<file path="config.mk">
export PLATFORM = sky130hd
export DESIGN_NAME = uart_rx_flat
export DESIGN_NICKNAME = d
export VERILOG_FILES = /design/src/rtl/serial_pkg.sv /design/src/rtl/uart_rx_if.sv /design/src/rtl/bit_sync.sv /design/src/rtl/uart_rx.sv /design/src/flat_wrapper.sv
export SDC_FILE = /design/constraint.sdc
export NUM_CORES = 1
export LEC_CHECK = 0
export BUFFER_PORTS_ARGS = -buffer_cell sky130_fd_sc_hd__buf_4
export CAP_MARGIN = 25
export CORE_MARGIN = 5
export CORE_UTILIZATION = 61
export CTS_BUF_LIST = sky130_fd_sc_hd__clkbuf_8 sky130_fd_sc_hd__clkbuf_16
export DETAILED_ROUTE_END_ITERATION = 8
export PLACE_DENSITY_LB_ADDON = 0.05
export SLEW_MARGIN = 0
export SYNTH_ARGS = -nofsm -noshare
export SYNTH_HDL_FRONTEND = slang
export SYNTH_SLANG_ARGS = --single-unit
</file>
<file path="constraint.sdc">
create_clock -name clk -period 3 [get_ports clk]
set_input_delay 0.15 -clock clk [delete_from_list [all_inputs] [get_ports clk]]
set_output_delay 0.15 -clock clk [all_outputs]
set_load 0.02 [all_outputs]
</file>
<file path="src/rtl/serial_pkg.sv">
// Shared types and constants for the serial library (uart_tx / uart_rx).
package serial_pkg;

    localparam int UART_DATA_BITS = 8;

    typedef enum logic [2:0] {
        IDLE,
        START,
        DATA,
        STOP,
        BREAK
    } uart_rx_state_t;

endpackage

</file>
<file path="src/rtl/uart_rx_if.sv">
// Receiver-side bundle: serial line in, received byte and status pulses out.
interface uart_rx_if;
    import serial_pkg::*;

    logic                      rx;
    logic [UART_DATA_BITS-1:0] data;
    logic                      valid;
    logic                      frame_err;
    logic                      busy;

    modport master (
        output rx,
        input  data,
        input  valid,
        input  frame_err,
        input  busy
    );

    modport slave (
        input  rx,
        output data,
        output valid,
        output frame_err,
        output busy
    );

endinterface

</file>
<file path="src/rtl/bit_sync.sv">
// Two-flop synchroniser for a single asynchronous level; reset value is selectable.
module bit_sync #(
    parameter logic RST_VAL = 1'b1
) (
    input  logic clk,
    input  logic rst,
    input  logic i_d,
    output logic o_q
);

    logic [1:0] r_sync;

    always_ff @(posedge clk or posedge rst) begin
        if (rst) begin
            r_sync <= {2{RST_VAL}};
        end else begin
            r_sync <= {r_sync[0], i_d};
        end
    end

    assign o_q = r_sync[1];

endmodule

</file>
<file path="src/rtl/uart_rx.sv">
// 8N1 UART receiver: centre-samples each bit after locating the start-bit middle.
//
// state | meaning
// IDLE  | line idle, waiting for rx_s low
// START | counting to start-bit centre, re-checking the low
// DATA  | sampling 8 data bits LSB first at each bit centre
// STOP  | sampling stop bit; good -> valid, low -> frame_err
// BREAK | stop was low, waiting for line to return high
module uart_rx
    import serial_pkg::*;
#(
    parameter int CLKS_PER_BIT = 16
) (
    input  logic      clk,
    input  logic      rst,
    uart_rx_if.slave  rx_if
);

    localparam int             CW      = $clog2(CLKS_PER_BIT);
    localparam logic [CW-1:0]  HALF_M1 = CW'(CLKS_PER_BIT / 2 - 1);
    localparam logic [CW-1:0]  BIT_M1  = CW'(CLKS_PER_BIT - 1);
    localparam logic [2:0]     LAST_IDX = 3'(UART_DATA_BITS - 1);

    uart_rx_state_t            r_state;
    logic [CW-1:0]             r_cnt;
    logic [2:0]                r_bit_idx;
    logic [UART_DATA_BITS-1:0] r_shift;
    logic [UART_DATA_BITS-1:0] r_data;
    logic                      r_valid;
    logic                      r_frame_err;

    uart_rx_state_t            w_state_nxt;
    logic [CW-1:0]             w_cnt_nxt;
    logic [2:0]                w_bit_idx_nxt;
    logic [UART_DATA_BITS-1:0] w_shift_nxt;
    logic [UART_DATA_BITS-1:0] w_data_nxt;
    logic                      w_valid_nxt;
    logic                      w_frame_err_nxt;
    logic                      w_rx_s;

    bit_sync #(
        .RST_VAL (1'b1)
    ) u_sync (
        .clk (clk),
        .rst (rst),
        .i_d (rx_if.rx),
        .o_q (w_rx_s)
    );

    always_ff @(posedge clk or posedge rst) begin
        if (rst) begin
            r_state     <= IDLE;
            r_cnt       <= '0;
            r_bit_idx   <= '0;
            r_shift     <= '0;
            r_data      <= '0;
            r_valid     <= 1'b0;
            r_frame_err <= 1'b0;
        end else begin
            r_state     <= w_state_nxt;
            r_cnt       <= w_cnt_nxt;
            r_bit_idx   <= w_bit_idx_nxt;
            r_shift     <= w_shift_nxt;
            r_data      <= w_data_nxt;
            r_valid     <= w_valid_nxt;
            r_frame_err <= w_frame_err_nxt;
        end
    end

    always_comb begin
        w_state_nxt     = r_state;
        w_cnt_nxt       = r_cnt;
        w_bit_idx_nxt   = r_bit_idx;
        w_shift_nxt     = r_shift;
        w_data_nxt      = r_data;
        w_valid_nxt     = 1'b0;
        w_frame_err_nxt = 1'b0;

        case (r_state)
            IDLE: begin
                if (!w_rx_s) begin
                    w_state_nxt = START;
                    w_cnt_nxt   = '0;
                end
            end

            START: begin
                if (r_cnt == HALF_M1) begin
                    w_cnt_nxt = '0;
                    // A low that does not survive to the start-bit centre is a glitch.
                    if (!w_rx_s) begin
                        w_state_nxt   = DATA;
                        w_bit_idx_nxt = '0;
                    end else begin
                        w_state_nxt   = IDLE;
                    end
                end else begin
                    w_cnt_nxt = r_cnt + CW'(1);
                end
            end

            DATA: begin
                if (r_cnt == BIT_M1) begin
                    w_shift_nxt[r_bit_idx] = w_rx_s;
                    w_cnt_nxt              = '0;
                    if (r_bit_idx == LAST_IDX) begin
                        w_state_nxt = STOP;
                    end else begin
                        w_bit_idx_nxt = r_bit_idx + 3'd1;
                    end
                end else begin
                    w_cnt_nxt = r_cnt + CW'(1);
                end
            end

            STOP: begin
                if (r_cnt == BIT_M1) begin
                    w_cnt_nxt = '0;
                    if (w_rx_s) begin
                        w_data_nxt  = r_shift;
                        w_valid_nxt = 1'b1;
                        w_state_nxt = IDLE;
                    end else begin
                        w_frame_err_nxt = 1'b1;
                        w_state_nxt     = BREAK;
                    end
                end else begin
                    w_cnt_nxt = r_cnt + CW'(1);
                end
            end

            BREAK: begin
                if (w_rx_s) begin
                    w_state_nxt = IDLE;
                end
            end

            default: begin
                w_state_nxt = IDLE;
            end
        endcase
    end

    assign rx_if.data      = r_data;
    assign rx_if.valid     = r_valid;
    assign rx_if.frame_err = r_frame_err;
    assign rx_if.busy      = (r_state != IDLE);

endmodule

</file>
<file path="src/flat_wrapper.sv">
// flat-port wrapper written by rule: the top's interface ports become plain ports
module uart_rx_flat import serial_pkg::*;
#(
    parameter int CLKS_PER_BIT = 16
)
  (clk, rst, rx_if_rx, rx_if_data, rx_if_valid, rx_if_frame_err, rx_if_busy);
  uart_rx_if rx_if_i ();
  input  logic clk;
  input  logic rst;
  input wire logic [$bits(rx_if_i.rx)-1:0] rx_if_rx;
  output wire logic [$bits(rx_if_i.data)-1:0] rx_if_data;
  output wire logic [$bits(rx_if_i.valid)-1:0] rx_if_valid;
  output wire logic [$bits(rx_if_i.frame_err)-1:0] rx_if_frame_err;
  output wire logic [$bits(rx_if_i.busy)-1:0] rx_if_busy;
  assign rx_if_i.rx = rx_if_rx;
  assign rx_if_data = rx_if_i.data;
  assign rx_if_valid = rx_if_i.valid;
  assign rx_if_frame_err = rx_if_i.frame_err;
  assign rx_if_busy = rx_if_i.busy;
  uart_rx #(.CLKS_PER_BIT(CLKS_PER_BIT)) u_core (.clk(clk), .rst(rst), .rx_if(rx_if_i));
endmodule
</file>
== Word-level counts from Yosys, hierarchy flattened ==
Cells that the tools add are included.

* Muxes and demuxes: 27
* Magnitude comparators: 2
* Reduce and logical (&&, ||, !) cells: 11
* Add/sub/neg operators: 2
* Equal/unequal tests: 15

{| class="wikitable"
|+ Operators with widths
! cell !! count
|-
| 3-bit 2-to-1 mux || 11
|-
| 3-bit one-hot mux with 5 select lines || 1
|-
| 4-bit 2-to-1 mux || 3
|-
| 4-bit one-hot mux with 3 select lines || 1
|-
| 8-bit bitwise mux || 1
|-
| 2-bit by 1-bit inequality test with 1-bit output (second input constant) || 4
|-
| 2-bit inequality test (second input constant) || 4
|-
| 1-bit 2-to-1 mux || 7
|-
| 3-bit by 2-bit == test with 1-bit output (second input constant) || 2
|-
| 3-bit == test (second input constant) || 2
|-
| 3-bit one-hot mux with 2 select lines || 1
|-
| 6-bit AND reduction || 1
|-
| 3-bit nonzero test || 2
|-
| 5-bit AND reduction || 1
|-
| 4-bit by 1-bit adder with 4-bit output (second input constant) || 1
|-
| 4-bit by 3-bit == test with 1-bit output (second input constant) || 1
|-
| 4-bit == test (second input constant) || 1
|-
| 3-bit by 4-bit < comparator with 1-bit output (second input constant) || 1
|-
| 2-bit AND reduction || 2
|-
| 3-bit by 1-bit adder with 3-bit output (second input constant) || 1
|-
| 1-bit demux with 3-bit select || 1
|-
| 3-bit by 1-bit == test with 1-bit output (second input constant) || 1
|-
| 3-bit by 1-bit greater-or-equal comparator with 1-bit output (second input constant) || 1
|-
| 3-bit logical NOT || 1
|-
| 5 further kinds || 5
|}

* Logic and storage cells: 65
* Input bits: 3
* Output and inout bits: 11
* Register bits: 30

== Logic depth before layout (Yosys ltp) ==
* Depth after elaboration: 5
* Mapped depth: 6
* Gate-level depth less buffers: 6

== Modules after synthesis ==
From an unflattened synthesis, not the netlist that was laid out.

* Cells, all modules: 120
* Area total of the unflattened synthesis: 1411.4 µm²

{| class="wikitable"
|+ By module, submodules not included
! module !! area each (µm²) !! cells each !! times used
|-
| uart_rx || 1355.0 || 117 || 1
|-
| bit_sync || 56.3 || 3 || 1
|}

== Least setup slack after synthesis ==
Ideal clock, no wire load.

* Path type: register to register
* From: register u_core.r_bit_idx[0]
* To: register u_core.r_bit_idx[1]
* Period minus slack after synthesis: 1.695 ns
* Arrival: 1.571 ns
* Stages on the path, launching flop included: 7
* Path buffers: 0
* Slack: 1.305 ns
* Cells stage by stage: dfrtp_1 ha_1 ha_1 inv_1 a32o_1 o311a_1 mux2_2

* Word-level cells in the longest chain between the ends: 4
* Elaborated cells on any way between the ends: 7
* Classes of those cells: 1 x add/sub; 2 x eq/ne; 3 x mux; 1 x reduce/logical

{| class="wikitable"
|+ RTL lines
! element !! RTL line !! text
|-
| start, declared || uart_rx.sv:26 || <nowiki>logic [2:0] r_bit_idx;</nowiki>
|-
| start signal, assigned || uart_rx.sv:62 || <nowiki>r_bit_idx <= w_bit_idx_nxt;</nowiki>
|-
| 3-bit by 1-bit adder with 3-bit output || uart_rx.sv:109 || <nowiki>w_bit_idx_nxt = r_bit_idx + 3'd1;</nowiki>
|-
| 3-bit 2-to-1 mux || uart_rx.sv:106 || <nowiki>if (r_bit_idx == LAST_IDX) begin</nowiki>
|-
| 3-bit 2-to-1 mux || uart_rx.sv:103 || <nowiki>if (r_cnt == BIT_M1) begin</nowiki>
|-
| 3-bit one-hot mux with 2 select lines || uart_rx.sv:79 || <nowiki>case (r_state)</nowiki>
|}

Several ways; a longest one is shown, not always the timed one. The select of a mux whose other input is x is not followed.
A chain may end at the register's enable or synchronous reset.

== Final worst setup path ==
Ends and elaborated chain as after synthesis.

==> impl_metrics.ini <==
[global_routing]
grt_pass1_wl_mm = 4.533
grt_overflow = 0
grt_max_degree = 22
grt_pass1_vias = 986
grt_use_total = 0.1802
antenna_found_initial = 0

[floorplanning]
num_io_pins = 14
die_x_um = 57.91
die-area_um2 = 3354
coreArea_um2 = 2212
die_h_um = 57.91
std_cell_rows = 17
start_util = 0.6329

[placed_design]
gp_congestion = 0.8490
io_buffers = 13
post-dp-hpwl_mm = 1.735
dp.cells = 153
pre_cts_ws_ns = 1.190

[sta]
setup_tns_ns = 0
layout_min_cycle_time_ns = 1.821
finalHoldViolCount = 0
rsz0062_at_grt = no
post-route-period-util = 0.6069
clock.fmax_ghz = 0.5493
slew_headroom = 0.6853
finalWorstSetupSlack_ns = 1.179
fin_skew_ns = 0.009622
max_slew.worst_pin.slew_ns = 0.4715
setup_viol = 0
finalMaxSlewViolations = 0

[clock_tree]
hold_buffers = 2
cts_buffer_depth = 2
cts.sinks = 30
clock_latency_ns = 0.28
clkTransAtPathRegs_ns = 0.07
cts_max_level = 2
cts_root_buffer = clkbuf_8
cts_tree = done
cts_buffers = 5
ctsResizeCount = 0
post_cts_buffers = 0

[cells_and_area]
fin_nets = 140
syn2layout_area_growth_pct = 19.12
fill_cells = 155
antennaDiodeCount = 0
drive_above_1_share = 0.3556
final_cells = 163

[synthesis]
synth-edff-count = 0
syn_area_um2 = 1400
synth_flop_cell = dfrtp_1
ys_ff_latch = 30
syn_inst = 116
synth_top_area_share = 0.5004
seq_area_frac_synth = 0.5380
syn_area_per_cell_um2 = 12.07
synth.largest_area_cell = dfrtp_1
synth_cell_types = 33
synth_area_leaders = dfrtp_1 (50%), mux2_2 (15%), dfstp_2 (3.8%)
synth_nets = 122
ys_async_sr_fraction = 1.000
ys_warn_count = 0

[routing]
antenna_left = 0
drc = 0
drt_iter0_drc = 8
dr.pass1.iters = 4
routedWlPerCell_um = 15.42
viasPerCell = 5.669
wl_mm = 2.513
via_count = 924

[flow_run]
drv_cap = 0

[power]
max-vdd-ir-drop_mv = 0.6067
power_density_nw_per_um2 = 697.6
leakage_nw = 0.8396

[setup_path]
end_kind = register
start_kind = register
worst_ep_required_time_ns = 3.16
path_class = register to register
worstPathArrival_ns = 1.98
path_max_fanout = 7

[status]
status = finished clean

[hold_path]
holdCritPathClass = register to register
==> report_power, final <==
group | internal [W] | total [W] | switching (W)
combinational | 0.000112 | 0.000238 | 0.000127
sequential | 0.000443 | 0.000511 | 0.0000687
clock | 0.000267 | 0.000414 | 0.000147
total | 0.000821 | 0.00116 | 0.000342
==> final cells by class <==
class | count | area, µm² | share of cell area
well taps | 28 | 35.03 | 0.02101
clock buffers | 6 | 82.58 | 0.04951
repair buffers | 16 | 145.1 | 0.08702
flip-flops and latches | 30 | 753.2 | 0.4516
clock inverters | 2 | 33.78 | 0.02026
multi-input cells | 76 | 599.3 | 0.3593
inverters | 5 | 18.77 | 0.01125
==> placed cells by master (no fill, tap or decap), drive strengths merged <==
| master | count |
|---|---|
| a21o | 1 |
| o21ai | 2 |
| bufinv | 1 |
| nor3 | 1 |
| a22o | 1 |
| inv | 6 |
| a21oi | 3 |
| buf | 14 |
| a211oi | 1 |
| ha | 3 |
| and3 | 2 |
| nor2 | 11 |
| xnor2 | 1 |
| o211ai | 1 |
| o311a | 1 |
| nor2b | 4 |
| clkbuf | 6 |
| a31oi | 1 |
| dlygate4sd3 | 2 |
| nand3 | 5 |
| dfrtp | 28 |
| nand2 | 10 |
| mux2i | 2 |
| o31ai | 1 |
| nand4 | 2 |
| a311oi | 1 |
| a32o | 1 |
| mux2 | 19 |
| dfstp | 2 |
| or2 | 1 |
| nor3b | 1 |
==> metrics by stage <==
stage                     total power [W]  hold slack, ns    util  area, µm²
after floorplan                 0.0007003          0.1545       -       1400
after global placement          0.0007317          0.2592  0.6799       1504
after detailed placement        0.0007501          0.1876  0.6923       1531
after CTS                        0.001169          0.3612  0.7540       1668
after global routing             0.001227          0.3681  0.7540       1668
final                            0.001163          0.3582  0.7540       1668
==> Yosys cell counts (2+ instances only) <==
cell type and number:
a21oi_1 3, and3_1 2, buf_2 2, buf_4 2, dfrtp_1 28, dfstp_2 2
ha_1 3, inv_1 5, mux2_2 19, mux2i_1 2, nand2_1 9, nand3_1 5
nor2_1 10, nor2b_1 4, o21ai_0 2
==> final timing paths <==
path                       slack (ns)                                 to                         startpoint  cells after the start
max                              1.18    u_core.r_bit_idx[1]$_DFFE_PP0P_    u_core.r_bit_idx[0]$_DFFE_PP0P_                      6
min                              0.36  u_core.u_sync.r_sync[1]$_DFF_PP1_  u_core.u_sync.r_sync[0]$_DFF_PP1_                      0
max reg2reg                      1.18    u_core.r_bit_idx[1]$_DFFE_PP0P_    u_core.r_bit_idx[0]$_DFFE_PP0P_                      6
min reg2reg                      0.36  u_core.u_sync.r_sync[1]$_DFF_PP1_  u_core.u_sync.r_sync[0]$_DFF_PP1_                      0
max in group asynchronous        2.01  u_core.u_sync.r_sync[1]$_DFF_PP1_                                rst                      4
min in group asynchronous        0.45      u_core.r_shift[7]$_DFFE_PP0P_                                rst                      3
==> per-layer routing <==
layer | up-vias | track usage | wire, µm
li1 | 444 | - | -
met2 | 20 | 0.2871 | 1247
met5 | - | 0 | 0
met3 | 7 | 0.05345 | 113
met4 | 0 | 0.07947 | 46
met1 | 453 | 0.2272 | 1105
==> kinds of logic (layout without fill, tap and decap cells) <==
logic type      Yosys count  after routing  share of synthesized area
flops                    30             30                     0.5380
simple gates             37             37                     0.1528
fa+ha+maj                 3              3                    0.02681
mux                      21             21                     0.1671
buf+inv                  10             29                    0.03395
compound gates           14             14                    0.07507
xor+xnor                  1              1                   0.006257
==> registers in the layout, summed over array words and instances, names as in the netlist <==
register	flops
u_core.rx_if.data	8
u_core.r_cnt	4
u_core.r_state	3
u_core.u_sync.r_sync	2
u_core.r_shift	8
u_core.rx_if.valid	1
u_core.rx_if.frame_err	1
u_core.r_bit_idx	3
==> worst max-delay path, stage by stage, from the launching register on <==
cell	delay [ns]
dfrtp_1	0.46
ha_1	0.24
ha_1	0.20
inv_1	0.06
a32o_1	0.18
o311a_1	0.22
mux2_2	0.34
Note: power is estimated with default switching activity, not from simulation.
